File: src/rtl/micro_sequencer.sv
`default_nettype none
// ============================================================================
// Module   : micro_sequencer
// Purpose  : Expands one decoded instruction into 1..8 consecutive microcode
//            ROM addresses (upc), one per cycle, and latches the instruction
//            word and branch information alongside the sequence.
// Ports    : clk                   - clock, all state updates on rising edge
//            rst                   - asynchronous reset, active-low
//            flush_pipeline        - synchronous flush, highest priority
//            dec_ready             - decode stage presents an instruction
//            idecode_cu_interface  - 92-bit decode bundle
//            cu_ready              - sequencer can accept a new instruction
//            upc                   - microcode ROM address of current micro-op
//            uop_valid / uop_last  - micro-op valid / final micro-op
//            uop_index             - 0-based position within the instruction
//            instr_cu, instr_address_not_taken_cu, branch_instr_address_cu,
//            branch_prediction_result_cu - latched instruction fields
// Revision : 1.0 - initial release
// ============================================================================
module micro_sequencer (
  input  logic        clk,
  input  logic        rst,
  input  logic        flush_pipeline,
  input  logic        dec_ready,
  input  logic [91:0] idecode_cu_interface,
  output logic        cu_ready,
  output logic [7:0]  upc,
  output logic        uop_valid,
  output logic        uop_last,
  output logic [2:0]  uop_index,
  output logic [31:0] instr_cu,
  output logic [7:0]  instr_address_not_taken_cu,
  output logic [7:0]  branch_instr_address_cu,
  output logic        branch_prediction_result_cu
);

  localparam logic [7:0] c_NOP_ADDR = 8'hFF;

  typedef enum logic [0:0] {
    ACCEPT = 1'b0,
    SEQ    = 1'b1
  } state_t;

  state_t     r_state;
  logic [2:0] r_rem;     // follow-on micro-ops still to issue

  logic [31:0] w_instr;
  logic [7:0]  w_mc_addr;
  logic [2:0]  w_mc_cnt;
  logic [7:0]  w_not_taken;
  logic [7:0]  w_branch_addr;
  logic        w_prediction;
  logic        w_accept;
  logic        w_unused_micro_code;

  assign w_instr       = idecode_cu_interface[31:0];
  assign w_mc_addr     = idecode_cu_interface[39:32];
  assign w_mc_cnt      = idecode_cu_interface[42:40];
  assign w_not_taken   = idecode_cu_interface[82:75];
  assign w_branch_addr = idecode_cu_interface[90:83];
  assign w_prediction  = idecode_cu_interface[91];

  // The micro_code payload is carried on the bundle but not consumed here.
  assign w_unused_micro_code = ^idecode_cu_interface[74:43];

  // cu_ready is low for the first edge after reset, so acceptance can only
  // happen from the second edge onward.
  assign w_accept = (r_state == ACCEPT) && cu_ready && dec_ready &&
                    !flush_pipeline && (w_mc_addr != c_NOP_ADDR);

  always_ff @(posedge clk or negedge rst) begin
    if (!rst) begin
      r_state                     <= ACCEPT;
      r_rem                       <= 3'd0;
      cu_ready                    <= 1'b0;
      upc                         <= c_NOP_ADDR;
      uop_valid                   <= 1'b0;
      uop_last                    <= 1'b0;
      uop_index                   <= 3'd0;
      instr_cu                    <= 32'd0;
      instr_address_not_taken_cu  <= 8'd0;
      branch_instr_address_cu     <= 8'd0;
      branch_prediction_result_cu <= 1'b0;
    end else if (flush_pipeline) begin
      // Flush wins in every state; latched instruction fields are kept.
      r_state   <= ACCEPT;
      r_rem     <= 3'd0;
      cu_ready  <= 1'b1;
      upc       <= c_NOP_ADDR;
      uop_valid <= 1'b0;
      uop_last  <= 1'b0;
      uop_index <= 3'd0;
    end else begin
      case (r_state)
        ACCEPT: begin
          if (w_accept) begin
            upc                         <= w_mc_addr;
            uop_valid                   <= 1'b1;
            uop_index                   <= 3'd0;
            r_rem                       <= w_mc_cnt;
            uop_last                    <= (w_mc_cnt == 3'd0);
            instr_cu                    <= w_instr;
            instr_address_not_taken_cu  <= w_not_taken;
            branch_instr_address_cu     <= w_branch_addr;
            branch_prediction_result_cu <= w_prediction;
            if (w_mc_cnt != 3'd0) begin
              r_state  <= SEQ;
              cu_ready <= 1'b0;
            end else begin
              r_state  <= ACCEPT;
              cu_ready <= 1'b1;
            end
          end else begin
            upc       <= c_NOP_ADDR;
            uop_valid <= 1'b0;
            uop_last  <= 1'b0;
            uop_index <= 3'd0;
            cu_ready  <= 1'b1;
          end
        end
        SEQ: begin
          // Decode-side inputs are ignored here; only flush can interrupt.
          upc       <= upc + 8'd1;
          uop_index <= uop_index + 3'd1;
          r_rem     <= r_rem - 3'd1;
          uop_valid <= 1'b1;
          if (r_rem == 3'd1) begin
            // Final micro-op: ready again so the next edge can accept
            // without a bubble.
            uop_last <= 1'b1;
            r_state  <= ACCEPT;
            cu_ready <= 1'b1;
          end else begin
            uop_last <= 1'b0;
          end
        end
        default: begin
          r_state  <= ACCEPT;
          cu_ready <= 1'b1;
        end
      endcase
    end
  end

endmodule
`default_nettype wire

File: config.mk
export PLATFORM = sky130hd
export DESIGN_NAME = micro_sequencer
export DESIGN_NICKNAME = d
export VERILOG_FILES = /design/src/rtl/micro_sequencer.sv
export SDC_FILE = /design/constraint.sdc
export NUM_CORES = 1
export LEC_CHECK = 0
export CORE_UTILIZATION = 43
export CTS_BUF_LIST = sky130_fd_sc_hd__clkbuf_2
export DETAILED_ROUTE_END_ITERATION = 6
export GPL_TIMING_DRIVEN = 0
export HOLD_SLACK_MARGIN = 0.15
export PLACE_DENSITY = 0.95
export SLEW_MARGIN = 25
export SYNTH_ARGS = -nofsm -noshare
export SYNTH_HDL_FRONTEND = slang
export SYNTH_SLANG_ARGS = --single-unit
File: constraint.sdc
create_clock -name clk -period 2.8 [get_ports clk]
set_input_delay 0.7 -clock clk [delete_from_list [all_inputs] [get_ports clk]]
set_output_delay 0.7 -clock clk [all_outputs]
set_load 0.03 [all_outputs]
==> parameters.txt, run 1 <==
Parameter                              Value

Global routing
  Gr ovfl total    0
  Number of global-route vias before repair    2540
  First-pass GRT wire length    11.8 mm
  Antenna violations before repair    0
  Combined global-route utilization of all metal layers    0.216
  Maximum number of pins on one net before global-route repair    38

Synthesis
  Top_reg_cell synth    sky130_fd_sc_hd__dfrtp_1
  Number of library cell types mapped by synthesis    32
  Syn nets    395
  Netlist area before placement    2820 sq um
  Share of async-settable or async-resettable flops after synthesis    1.00
  Average cell area after synthesis    9.56 sq um
  Ranking of synthesized cells by area    sky130_fd_sc_hd__dfrtp_1 52%, sky130_fd_sc_hd__nand2_1 20%, sky130_fd_sc_hd__dfstp_2 7.5%
  Gate Count Post-Synth    295
  Post-synthesis sequential element count    67
  Library cell occupying the most area in the post-synthesis netlist    sky130_fd_sc_hd__dfrtp_1
  Yosys warning count    0
  Post-synth EDFFs    0
  Area share of the largest cell type after synthesis    0.524
  Sequential-to-total area share from yosys stat    0.598

CTS
  CTS max path bufs    2
  Clk slew on worst S/H paths    0.17 ns
  Clock Tree Root    sky130_fd_sc_hd__clkbuf_2
  Insertion delay to the later sink of the worst-skew pair    0.45 ns
  Number of buffers inserted by post-CTS setup repair    0
  TritonCTS buffer count    9
  CTS tree    yes
  Number of gates resized after CTS    0
  Htree depth    3
  Clock Sink Count    67

Drt
  Via density    4.82
  Via Count    2475
  Number of detailed-route iterations in the first pass    4
  Post-route DRC violation count    0
  Initial drt markers    77
  Final routed wirelength across all metal layers    7.01 mm
  Number of antenna-violating nets in the routed design    0
  Routed WL per cell    13.7 microns

Setup path
  Kind of end point of the critical path    primary output
  Highest net fanout along the worst path    5
  Worst path buffer plus inverter count    1
  Slowest cell on the critical path    sky130_fd_sc_hd__clkdlybuf4s50_1
  R2R setup slack    1.19 ns
  Setup crit start kind    flop
  Worst Reg2Reg Path Length in Cells    7
  RR Startpoint    r_state$_DFF_PN0_
  Category of the most critical setup path    reg2out
  Termination of the worst setup path    upc[2]
  Delay of the slowest cell on the worst path    0.70 ns
  Data arrival time of the critical path    1.76 ns
  Critical path's top delay family    buffers and inverters
  RR Endpoint    instr_address_not_taken_cu[0]$_DFFE_PN0P_
  Chain of cells forming the critical path    clkdlybuf4s50_1
  Required time of the critical path    2.10 ns
  Cell count along the critical path    1
  CP startpoint    upc[2]$_DFF_PN1_

Pwr
  LEAKAGE    2.01 nW
  Int Pwr    0.00187 W
  Comb pwr share    0.433
  Power density over the cells    718 nW/um^2
  Total power after layout    0.00306 W
  Clock power frac    0.136
  Sequential group share of total power    0.431
  Total net switching power    0.00119 W
  Worst IR drop on VDD    435 uV
  Switching power as a share of total power    0.390

Place
  Post-Place Cells    498
  Input/output buffers    125
  HPWL after detailed placement    5.22 mm
  Standard cell area after detailed placement    4190 sq um
  Final weighted congestion in routability-driven placement    0.730

STA
  Post-route worst hold slack    0.438 ns
  Slew at the pin closest to its max-slew limit    0.421 ns
  Fraction of the cycle the final worst path needs    0.880
  Layout Skew    0.0221 ns
  Highest attainable clock frequency    406 MHz
  Headroom to the max-slew limit    0.719
  Unrepaired setup endpoints after global routing    no
  Pins Over Slew Limit    0
  Min Clock Period, post-route    2.46 ns
  Final number of hold-violating endpoints    0
  Setup violation total in the final timing report    0

Final layout
  Final design area excluding fillers    4270 sq um
  Area used by multi-input combinational logic    1010 sq um
  Count of filler cells inserted in the layout    501
  Area Growth Syn to Fin    51.2%
  Final antenna diode count    0
  Register area    1690 sq um
  Net count of the finished layout    533
  Commonest non-fill, non-tap cell in the layout    sky130_fd_sc_hd__nand2_1
  Count of placed standard cells in the final layout, fillers left out    513
  Ratio of cells with drive above 1 in the final layout    0.106
  Most frequent cells in the layout    152 x sky130_fd_sc_hd__nand2_1, 124 x sky130_fd_sc_hd__clkdlybuf4s50_1, 59 x sky130_fd_sc_hd__dfrtp_1

Job
  Maximum Capacitance Violations    0

Die
  Initial standard-cell utilization of the core    0.444
  Placeable core area    6350 sq um
  Cell row count    29
  Number of primary I/O pins    159
  Die H    83.0 microns
  Die footprint    6890 sq um
  Die Width    83.0 microns

Status
  Result of the run    finished, final reports clean

Worst hold path
  Class of the tightest hold or removal check    in2reg
[synth_stat cells, types with 3 or more instances]
library cell	n
sky130_fd_sc_hd__a211oi_1	4
sky130_fd_sc_hd__a21oi_1	4
sky130_fd_sc_hd__buf_2	7
sky130_fd_sc_hd__buf_4	4
sky130_fd_sc_hd__buf_6	4
sky130_fd_sc_hd__dfrtp_1	59
sky130_fd_sc_hd__dfstp_2	8
sky130_fd_sc_hd__ha_1	4
sky130_fd_sc_hd__inv_1	3
sky130_fd_sc_hd__nand2_1	152
sky130_fd_sc_hd__nand2b_1	3
sky130_fd_sc_hd__nand4_1	3
sky130_fd_sc_hd__nor2_1	7
sky130_fd_sc_hd__o21ai_0	5
sky130_fd_sc_hd__xnor2_1	4
[flip-flops by register name (all words and copies together) (netlist names)]
register                     flops
instr_cu                        32
branch_instr_address_cu          8
instr_address_not_taken_cu       8
upc                              8
r_rem                            3
uop_index                        3
branch_prediction_result_cu      1
cu_ready                         1
r_state                          1
uop_last                         1
uop_valid                        1
[worst min path at each step]
stage	start	slack, ns	depth (start not counted)	end
3_3_place_gp	uop_index[0]$_DFF_PN0_	0.45	1	uop_index[0]$_DFF_PN0_
3_5_place_dp	instr_cu[7]$_DFFE_PN0P_	0.46	2	instr_cu[7]$_DFFE_PN0P_
2_1_floorplan	rst	0.40	0	branch_instr_address_cu[0]$_DFFE_PN0P_
6_report	flush_pipeline	0.44	2	r_rem[2]$_DFFE_PN0P_
4_1_cts	flush_pipeline	0.39	2	r_rem[2]$_DFFE_PN0P_
5_1_grt	flush_pipeline	0.37	2	r_rem[2]$_DFFE_PN0P_
[routing by layer]
| layer | GRT usage | wire (microns) |
|---|---|---|
| met1 | 0.254 | 2940 |
| met2 | 0.373 | 3550 |
| met3 | 0.0586 | 419 |
| met4 | 0.0893 | 102 |
| met5 | 0 | 0 |
[area by class of cell]
type	count	share of cell area
Clock buffer	10	0.0117
Sequential cell	67	0.395
Tap cell	77	0.0226
Clock inverter	4	0.00469
Multi-Input combinational cell	210	0.237
Timing Repair Buffer	127	0.300
Buffer	15	0.0258
Inverter	3	0.00264
[per-stage QoR]
| stage | util | setup slack (ns) | TNS [ns] |
|---|---|---|---|
| 4_1_cts | 0.672 | 0.280 | 0 |
| 2_1_floorplan | - | 0.957 | 0 |
| 5_1_grt | 0.672 | 0.227 | 0 |
| 6_report | 0.672 | 0.335 | 0 |
| 3_3_place_gp | 0.656 | -1.10 | -67.73 |
| 3_5_place_dp | 0.659 | 0.519 | 0 |
[logic make-up after synthesis]
| group | Yosys count | share of synthesized area |
|---|---|---|
| and+or+nand+nor | 178 | 0.263 |
| buffers and inverters | 18 | 0.0430 |
| DFF | 67 | 0.598 |
| xor gates and xnor gates | 5 | 0.0155 |
| adders and majority gates | 4 | 0.0177 |
| AOI/OAI and AO/OA | 23 | 0.0630 |
[repair_timing]
item	4_1_cts	5_1_grt
hold endpoints to repair	23	0
endpoints found under the setup margin	0	0
hold buffers	1	0
[power by group through the flow]
stage          Clock (W)  Sequential [W]  Combinational [W]
2_1_floorplan          0         0.00174           0.000303
4_1_cts         0.000434         0.00132            0.00134
6_report        0.000416         0.00132            0.00132
5_1_grt         0.000490         0.00135            0.00141
3_5_place_dp           0         0.00134            0.00133
3_3_place_gp           0         0.00132            0.00130
[worst register-to-register path, stage by stage, from the launching register on]
cell                        delay [ns]
sky130_fd_sc_hd__dfrtp_1          0.44
sky130_fd_sc_hd__nand4bb_4        0.23
sky130_fd_sc_hd__buf_6            0.15
sky130_fd_sc_hd__o21bai_1         0.14
sky130_fd_sc_hd__buf_2            0.19
sky130_fd_sc_hd__buf_2            0.20
sky130_fd_sc_hd__nand2_1          0.08
sky130_fd_sc_hd__nand2_1          0.06
No activity file was read; power rests on OpenSTA's default activity.
==> run 2, diff against run 1 <==
- CORE_UTILIZATION: 43 -> 39
- PLACE_DENSITY: 0.95 -> 0.9
==> run 2 against run 1 <==
Effect of this change:
- clock skew increased by 0.0028 ns
- core utilization fell by 4.9 points
- fmax is essentially flat
- flip-flop and latch count is the same
- global-route usage decreased by 1.3 points
- clock power rose by 9.1%
- cell count increased by 4.1%
- die area up 10%
- sequential power hardly changed
- cell area up 0.82%
- setup slack improved by 0.0013 ns
- register-to-register slack lost 0.03 ns
==> parameters.txt, run 2 (same netlist as run 1, synthesis figures left out) <==
Parameter                              Value

STA
  Layout Skew    0.0249 ns (was 0.0221 ns)
  Min Clock Period, post-route    2.46 ns (about the same)
  Highest attainable clock frequency    406 MHz (about the same)
  Headroom to the max-slew limit    0.760 (was 0.719)
  Final number of hold-violating endpoints    0 (unchanged)
  Setup violation total in the final timing report    0 (unchanged)
  Unrepaired setup endpoints after global routing    no (unchanged)
  Post-route worst hold slack    0.406 ns (was 0.438 ns)
  Pins Over Slew Limit    0 (unchanged)
  Slew at the pin closest to its max-slew limit    0.358 ns (was 0.421 ns)
  Fraction of the cycle the final worst path needs    0.880 (about the same)

Setup path
  RR Endpoint    instr_address_not_taken_cu[5]$_DFFE_PN0P_ (was instr_address_not_taken_cu[0]$_DFFE_PN0P_)
  Highest net fanout along the worst path    5 (unchanged)
  Data arrival time of the critical path    1.76 ns (about the same)
  Delay of the slowest cell on the worst path    0.69 ns (was 0.70 ns)
  Worst Reg2Reg Path Length in Cells    7 (unchanged)
  Required time of the critical path    2.10 ns (about the same)
  Chain of cells forming the critical path    clkdlybuf4s50_1 (unchanged)
  Worst path buffer plus inverter count    1 (unchanged)
  Setup crit start kind    flop (unchanged)
  RR Startpoint    r_state$_DFF_PN0_ (unchanged)
  Kind of end point of the critical path    primary output (unchanged)
  Category of the most critical setup path    reg2out (unchanged)
  Slowest cell on the critical path    sky130_fd_sc_hd__clkdlybuf4s50_1 (unchanged)
  R2R setup slack    1.16 ns (was 1.19 ns)
  Critical path's top delay family    buffers and inverters (unchanged)

CTS
  Htree depth    3 (unchanged)
  Insertion delay to the later sink of the worst-skew pair    0.46 ns (was 0.45 ns)
  Clock Tree Root    sky130_fd_sc_hd__clkbuf_2 (unchanged)
  CTS tree    yes (unchanged)
  TritonCTS buffer count    9 (unchanged)
  Clock Sink Count    67 (unchanged)
  Number of gates resized after CTS    0 (unchanged)
  CTS max path bufs    2 (unchanged)
  Clk slew on worst S/H paths    0.18 ns (was 0.17 ns)

Global routing
  Number of global-route vias before repair    2567 (was 2540)
  Antenna violations before repair    0 (unchanged)
  Maximum number of pins on one net before global-route repair    45 (was 38)
  Gr ovfl total    0 (unchanged)
  Combined global-route utilization of all metal layers    0.203 (was 0.216)
  First-pass GRT wire length    11.6 mm (was 11.8 mm)

Place
  HPWL after detailed placement    5.42 mm (was 5.22 mm)
  Post-Place Cells    517 (was 498)
  Final weighted congestion in routability-driven placement    0.742 (was 0.730)
  Input/output buffers    125 (unchanged)

Worst hold path
  Cell depth of the worst hold path    2 (unchanged)
  End point of the most critical hold path    uop_last$_DFF_PN0_ (was r_rem[2]$_DFFE_PN0P_)
  Origin of the worst min-delay path    flush_pipeline (unchanged)
  Class of the tightest hold or removal check    in2reg (unchanged)

Final layout
  Net count of the finished layout    533 (unchanged)
  Final antenna diode count    0 (unchanged)
  Commonest non-fill, non-tap cell in the layout    sky130_fd_sc_hd__nand2_1 (unchanged)
  Area Growth Syn to Fin    52.5% (was 51.2%)
  Largest register FFs    32 (unchanged)
  Area used by multi-input combinational logic    1010 sq um (unchanged)
  Register area    1690 sq um (unchanged)
  Most frequent cells in the layout    152 x sky130_fd_sc_hd__nand2_1, 124 x sky130_fd_sc_hd__clkdlybuf4s50_1, 59 x sky130_fd_sc_hd__dfrtp_1 (unchanged)
  Ratio of cells with drive above 1 in the final layout    0.107 (was 0.106)
  Count of filler cells inserted in the layout    609 (was 501)
  Register bank with the most flops    instr_cu (unchanged)
  Count of placed standard cells in the final layout, fillers left out    534 (was 513)

Die
  Cell row count    30 (was 29)
  Die footprint    7580 sq um (was 6890 sq um)
  Placeable core area    6910 sq um (was 6350 sq um)
  Initial standard-cell utilization of the core    0.408 (was 0.444)
  Die H    87.0 microns (was 83.0 microns)
  Number of primary I/O pins    159 (unchanged)
  Die Width    87.0 microns (was 83.0 microns)

Pwr
  Sequential group share of total power    0.424 (was 0.431)
  Worst IR drop on VDD    410 uV (was 435 uV)
  Switching power as a share of total power    0.392 (was 0.390)
  Int Pwr    0.00188 W (was 0.00187 W)
  Power density over the cells    721 nW/um^2 (was 718 nW/um^2)
  Total net switching power    0.00122 W (was 0.00119 W)
  Comb pwr share    0.429 (was 0.433)
  LEAKAGE    2.01 nW (about the same)
  Clock power frac    0.146 (was 0.136)

Drt
  Final routed wirelength across all metal layers    7.29 mm (was 7.01 mm)
  Via density    4.75 (was 4.82)
  Routed WL per cell    13.7 microns (about the same)
  Via Count    2538 (was 2475)
  Initial drt markers    95 (was 77)
  Number of detailed-route iterations in the first pass    4 (unchanged)
  Post-route DRC violation count    0 (unchanged)
  Number of antenna-violating nets in the routed design    0 (unchanged)

Job
  Maximum Capacitance Violations    0 (unchanged)

Status
  Result of the run    finished, final reports clean (unchanged)
[run 2: cell count changes in the layout (fill, tap and decap cells not counted), sizes merged]
| cell | delta |
|---|---|
| clkbuf | +2 |
| clkinv | -1 |
| clkinvlp | +1 |
[run 2: what timing repair did]
| item | 4_1_cts | 5_1_grt |
|---|---|---|
| endpoints found under the hold margin | 17 | 0 |
| setup buffers | 0 | 0 |
| hold buffers | 1 | 0 |
[run 2: worst max path at each step]
stage / from / endpoint / slack [ns] / cells after the start
floorplan: flush_pipeline / r_rem[2]$_DFFE_PN0P_ / 0.96 / 7
global placement: rst / instr_cu[8]$_DFFE_PN0P_ / -1.15 / 1
detailed placement: dec_ready / instr_address_not_taken_cu[5]$_DFFE_PN0P_ / 0.49 / 8
CTS: upc[0]$_DFF_PN1_ / upc[0] / 0.29 / 1
global route: upc[0]$_DFF_PN1_ / upc[0] / 0.26 / 1
finish: upc[2]$_DFF_PN1_ / upc[2] / 0.34 / 1
[run 2: power by group through the flow]
stage	combinational, W	clock (W)	sequential [W]
2_1_floorplan	0.000303	0	0.00174
3_3_place_gp	0.00130	0	0.00132
3_5_place_dp	0.00134	0	0.00134
4_1_cts	0.00134	0.000473	0.00132
5_1_grt	0.00142	0.000513	0.00134
6_report	0.00133	0.000454	0.00131
[run 2: through the flow]
step	setup slack [ns]	utilization	TNS [ns]	area (sq um)	total power (W)
final	0.337	0.623	0	4300	0.00310
after CTS	0.291	0.623	0	4300	0.00313
after floorplan	0.957	-	0	2820	0.00204
after global placement	-1.15	0.607	-71.08	4190	0.00262
after detailed placement	0.486	0.609	0	4210	0.00267
after global routing	0.256	0.623	0	4300	0.00328
[run 2: area by class of cell]
class	instances	area share
well taps	96	0.0279
flip-flops and latches	67	0.392
clock inverters	4	0.00495
multi-input cells	210	0.235
plain buffers	15	0.0256
repair buffers	127	0.297
clock buffers	12	0.0140
inverters	3	0.00262
[run 2: metal layers]
metal  routed length (microns)  share of wire  up-vias  track usage
met3                       525          0.072       17       0.0540
met1                      3010           0.41     1200        0.248
li1                          -              -     1221            -
met4                       173          0.024        0       0.0924
met2                      3580           0.49      100        0.337
met5                         0              0        -            0
